### src/rtl/ram_dp_async_read_pkg.sv
// ---------------------------------------------------------------------------
// Module  : ram_dp_async_read_pkg
// Desc    : Shared helpers for the async-read register-file RAM.
// Rev     : 1.0  initial release
// ---------------------------------------------------------------------------
`default_nettype none

package ram_dp_async_read_pkg;

   localparam int c_WIDTH_DEFAULT = 8;
   localparam int c_DEPTH_DEFAULT = 64;

   // True when an address selects a physical word; only matters for non-power-of-two depths.
   function automatic logic addr_in_range(input int unsigned addr, input int unsigned depth);
      return (addr < depth);
   endfunction

endpackage

`default_nettype wire

### src/rtl/ram_dp_async_read.sv
// ---------------------------------------------------------------------------
// Module  : ram_dp_async_read
// Desc    : Flip-flop register file, one synchronous write port and one
//           combinational read port, fully cleared by asynchronous reset.
// Rev     : 1.0  initial release
// ---------------------------------------------------------------------------
`default_nettype none

module ram_dp_async_read
   import ram_dp_async_read_pkg::*;
#(
   parameter  int WIDTH     = c_WIDTH_DEFAULT,
   parameter  int DEPTH     = c_DEPTH_DEFAULT,
   localparam int DEPTH_LOG = $clog2(DEPTH)
) (
   input  logic                 clk,
   input  logic                 rst_n,
   input  logic                 we_n,
   input  logic [DEPTH_LOG-1:0] addr_wr,
   input  logic [DEPTH_LOG-1:0] addr_rd,
   input  logic [WIDTH-1:0]     data_wr,
   output logic [WIDTH-1:0]     data_rd
);

   logic [WIDTH-1:0] r_mem [DEPTH];
   logic             w_wr_ok;
   logic             w_rd_ok;

   assign w_wr_ok = addr_in_range(32'(addr_wr), DEPTH);
   assign w_rd_ok = addr_in_range(32'(addr_rd), DEPTH);

   always_ff @(posedge clk or negedge rst_n) begin
      if (!rst_n) begin
         for (int i = 0; i < DEPTH; i++) begin
            r_mem[i] <= '0;
         end
      end else if (!we_n && w_wr_ok) begin
         r_mem[addr_wr] <= data_wr;
      end
   end

   // No write-through: a same-address write shows up only after the edge.
   assign data_rd = w_rd_ok ? r_mem[addr_rd] : '0;

endmodule

`default_nettype wire

### config.mk
export PLATFORM = sky130hd
export DESIGN_NAME = ram_dp_async_read
export DESIGN_NICKNAME = d
export VERILOG_FILES = /design/src/rtl/ram_dp_async_read_pkg.sv /design/src/rtl/ram_dp_async_read.sv
export SDC_FILE = /design/constraint.sdc
export NUM_CORES = 1
export LEC_CHECK = 0
export ABC_AREA = 0
export BUFFER_PORTS_ARGS = -buffer_cell sky130_fd_sc_hd__buf_2
export CORE_MARGIN = 10
export CORE_UTILIZATION = 40
export CTS_CLUSTER_DIAMETER = 40
export DETAILED_ROUTE_END_ITERATION = 12
export MAX_ROUTING_LAYER = met4
export SLEW_MARGIN = 20
export SYNTH_ARGS = -nofsm -noshare
export SYNTH_HDL_FRONTEND = slang
export SYNTH_SLANG_ARGS = --single-unit
### constraint.sdc
create_clock -name clk -period 3.88 [get_ports clk]
set_input_delay 1.164 -clock clk [delete_from_list [all_inputs] [get_ports clk]]
set_output_delay 1.164 -clock clk [all_outputs]
set_load 0.02 [all_outputs]
Word-level counts from Yosys, hierarchy flattened
Index checks and enable logic that the tools add are counted.
{ "word_totals": {"regBits": 512} }
{ "op_classes": {"n_lt_le_gt_ge": 3, "n_mux": 6, "bitwise": 2, "reduce_logical": 1} }
{ "op_table": {"columns": ["op", "n"], "rows": [
  ["$bwmux 512", 1],
  ["$bmux 8 s6", 1],
  ["$demux 8 s6", 1],
  ["$mux 8", 3],
  ["$ge 7x7->1 const B", 2],
  ["$not 6->7", 2],
  ["$lt 7x1->1 const B", 1],
  ["$logic_and 1x1->1", 1]
]} }

Depth between registers and ports, before layout
{ "depth": {"word_depth": 6, "mapped_depth": 9, "depth_no_buf": 5} }

Worst setup path before layout
No wires, ideal clock.
{ "synth_path": {"kind": "in2out", "start": "input port addr_rd[1]", "end": "output port data_rd[2]", "arrival_ns": 2.755, "required_ns": 2.716, "setup_slack_ns": -0.039, "stages": 7, "path_buffers": 3, "path_cell_list": "buf_2 buf_6 buf_2 mux4_2 mux4_2 nor2_1 o31ai_1"} }
{ "synth_via": {"elab_chain_len": 4} }
{ "synth_lines": {"columns": ["item", "line", "rtl"], "rows": [
  ["start, declared", "ram_dp_async_read.sv:20", "input logic [DEPTH_LOG-1:0] addr_rd,"],
  ["$not 6->7 (implied by the code)", "ram_dp_async_read.sv:43", "assign data_rd = w_rd_ok ? r_mem[addr_rd] : '0;"],
  ["$bmux 8 s6", "ram_dp_async_read.sv:43", null],
  ["$mux 8 (implied by the code) (2 in series)", "ram_dp_async_read.sv:43", null],
  ["end, declared", "ram_dp_async_read.sv:22", "output logic [WIDTH-1:0] data_rd"]
]} }
Every way passes these cells. The select of a mux whose other input is x is not followed.

Worst setup path in the final report
Ends and elaborated chain as after synthesis.

==> out/qor.yml <==
outcome:
  status: "finished with violations"
  violations: "negative setup slack"
finish:
  fillers: 4818
  multi_input_area_um2: 10500
  syn_to_final_growth_pct: 23.5
  layout_common_cells: "dfrtp_1 (512), mux2_2 (510), buf_4 (134), mux4_2 (126), clkbuf_16 (86)"
  layout-drive-gt1-share_pct: 60.4
  largest_reg_flops: 512
  layout.nets: 1686
  largest-register: "r_mem"
  seqCellArea_um2: 12800
  reg_top3: "r_mem x512"
  final_common_cell: "dfrtp_1"
  final_cells: 2496
timing:
  finClkSkew_ps: 0
  finalSetupTns_ps: -1460
  finalSetupViolCount: 8
  maxSlewHeadroom_pct: 28.0
  finalCritPeriodShare_pct: 105
  fmax_ghz: 0.245
  finalMaxSlewViolations: 0
  fin_crit_ps: 4090
  setup_slack_ps: -209
  rsz0062_at_grt: "yes"
  hold_viol: 0
  worst_slew_pin_slew_ps: 1080
setup_path:
  critPathArrivalTime_ps: 2930
  endpoint: "data_rd[2]"
  cp_num_buf_inv: 5
  reg2reg_depth: 1
  crit_slowest_cell: "mux4_2"
  r2r_start: "r_mem[502]$_DFFE_PN0P_"
  required_ps: 2720
  crit_path_start: "addr_rd[1]"
  cp_num_cells: 9
  slowest_delay_ps: 530
  cp_max_fo: 6
  cpLargestDelayFamily: "multiplexers"
  cp-end-kind: "output pin"
  cp-start-kind: "primary input"
  r2r_slack_ps: 3070
  cp_cell_sequence: "buf_16 > buf_12 > buf_16 > buf_8 > mux4_2 > mux4_2 > nor2_2 > o31ai_2 > buf_4"
  r2r_end: "r_mem[502]$_DFFE_PN0P_"
  path_class: "in2out"
detailed_routing:
  routedWlPerCell_um: 25.0
  first_pass_iters: 4
  wl_mm: 62.3
  drc: 0
  postRouteAntennaNets: 0
  drt_iter0_markers: 757
  num_vias: 14000
  vias_per_cell: 5.62
synth:
  synthArstFlopShare_pct: 100
  syn_area_um2: 23600
  postSynthAreaPerCell_um2: 15.8
  synth_cell_types: 43
  synthFlopType: "dfrtp_1"
  ys_seq_elements: 512
  synthesis.nets: 1519
  ys_warn_count: 0
  synth_edf_count: 0
  synth_cells: 1496
  synth_sequential_area_ratio_pct: 54.4
grt:
  grt.overflow.total: 0
  grt_pass1_wl_mm: 96.3
  antenna_found_initial: 3
  grt_busiest_layer: "met2"
  grt_max_degree: 85
  grt_util_met2_pct: 28.5
  grt_util_met3_pct: 3.18
  grt_use_met1_pct: 25.1
  first_global_vias: 14900
  grt_usage_pct: 18.6
floorplanning:
  die_width_um: 263
  start_util_pct: 40.6
  core_area_um2: 58000
  die_h_um: 263
  row_count: 88
  dieArea_um2: 69000
  io_pins: 31
placed_design:
  preCtsSetupSlack_ps: -556
  io_buffers: 30
  place_inst: 2328
  gp_congestion: 0.835
  place_hpwl_mm: 40.1
clock_tree:
  numCtsBuffers: 80
  cts_sinks: 512
  clk_latency_ps: 600
  cts_htree_levels: 3
  max-clock-path-buffers: 3
  clkTransAtPathRegs_ps: 50
  cts_tree: "done"
  cts_root_buffer: "clkbuf_16"
power:
  pwr_density_cell_nw_per_um2: 546
  irDropWorstVdd_mv: 0.348
  power_mw: 15.9
  p_leak_nw: 13.5
worst_hold_path:
  holdCritPathClass: "reg2reg"
run:
  cap_violations: 0
-- how the worst min path moves through the flow --
| stage | cells after the start | slack, ps | to | start |
|---|---|---|---|---|
| floorplan | 1 | 460 | r_mem[362]$_DFFE_PN0P_ | r_mem[362]$_DFFE_PN0P_ |
| global placement | 1 | 470 | r_mem[363]$_DFFE_PN0P_ | r_mem[363]$_DFFE_PN0P_ |
| detailed placement | 1 | 480 | r_mem[347]$_DFFE_PN0P_ | r_mem[347]$_DFFE_PN0P_ |
| CTS | 1 | 490 | r_mem[347]$_DFFE_PN0P_ | r_mem[347]$_DFFE_PN0P_ |
| global route | 1 | 500 | r_mem[81]$_DFFE_PN0P_ | r_mem[81]$_DFFE_PN0P_ |
| finish | 1 | 490 | r_mem[81]$_DFFE_PN0P_ | r_mem[81]$_DFFE_PN0P_ |
-- cell usage after synthesis, types with 3 or more instances --
| library cell | number | area, um2 |
|---|---|---|
| mux2i_1 | 28 | 280 |
| mux2_1 | 5 | 56.3 |
| a211oi_1 | 7 | 52.6 |
| o21ai_0 | 9 | 45.0 |
| o221ai_1 | 6 | 52.6 |
| o21ai_1 | 4 | 20.0 |
| buf_2 | 24 | 120 |
| nand3_1 | 4 | 20.0 |
| nor2_1 | 21 | 78.8 |
| mux4_1 | 9 | 236 |
| dfrtp_1 | 512 | 12800 |
| nand2_1 | 50 | 188 |
| nor3b_1 | 4 | 30.0 |
| a21oi_1 | 15 | 75.1 |
| mux2_2 | 512 | 5770 |
| nand2b_1 | 6 | 37.5 |
| nand2_2 | 6 | 37.5 |
| buf_6 | 8 | 90.1 |
| buf_4 | 9 | 67.6 |
| nor3_4 | 3 | 48.8 |
| nor2b_1 | 8 | 50.1 |
| nor3_2 | 4 | 40.0 |
| o22ai_1 | 8 | 50.1 |
| mux4_2 | 123 | 2770 |
| nor2_2 | 7 | 43.8 |
| buf_1 | 9 | 33.8 |
| and3_1 | 3 | 18.8 |
| clkbuf_1 | 67 | 251 |
| o31ai_1 | 7 | 52.6 |
-- cell families (layout without fill, tap and decap cells) --
logic type / Yosys count / in the layout / share of synthesized area [%]
other: 0 / 2 / 0
and+or+nand+nor: 127 / 127 / 2.88
DFF: 512 / 512 / 54.4
AOI/OAI and AO/OA: 62 / 62 / 1.70
muxes: 677 / 677 / 38.7
buffers and inverters: 118 / 351 / 2.41
-- power by group --
group / internal (mW) / switching, mW
Combinational: 1.14 / 0.833
Sequential: 6.05 / 0.357
Clock: 4.86 / 2.66
Total: 12.1 / 3.85
-- layer usage --
| metal | part of all wire (%) | vias to the layer above | wire length (um) |
|---|---|---|---|
| li1 | - | 5977 | - |
| met1 | 45 | 7652 | 28200 |
| met2 | 48 | 323 | 29900 |
| met3 | 4.7 | 67 | 2950 |
| met4 | 2.0 | 0 | 1240 |
| met5 | 0 | - | 0 |
-- layout make-up --
type                    count  area share, %
diodes                      2         0.0172
inverters                   1         0.0129
flip-flops and latches    512           44.0
well taps                 765           3.29
clock inverters            48           2.01
repair buffers            202           6.92
clock buffers             100           7.81
multi-input cells         866           35.9
-- stage by stage --
| step | hold WS, ps | utilization (%) | instance area [um2] |
|---|---|---|---|
| 6_report | 493 | 50.2 | 29100 |
| 5_1_grt | 504 | 50.2 | 29100 |
| 4_1_cts | 492 | 50.0 | 29000 |
| 3_5_place_dp | 480 | 44.0 | 25500 |
| 3_3_place_gp | 472 | 44.0 | 25500 |
| 2_1_floorplan | 459 | - | 23600 |
-- repair_timing --
item	CTS	global route
pin swaps	16	4
cloned	7	1
gates resized for setup	86	22
setup buffers	11	1
hold buffers	0	0
setup endpoints to repair	8	8
Power figures use the tool's default switching activity.
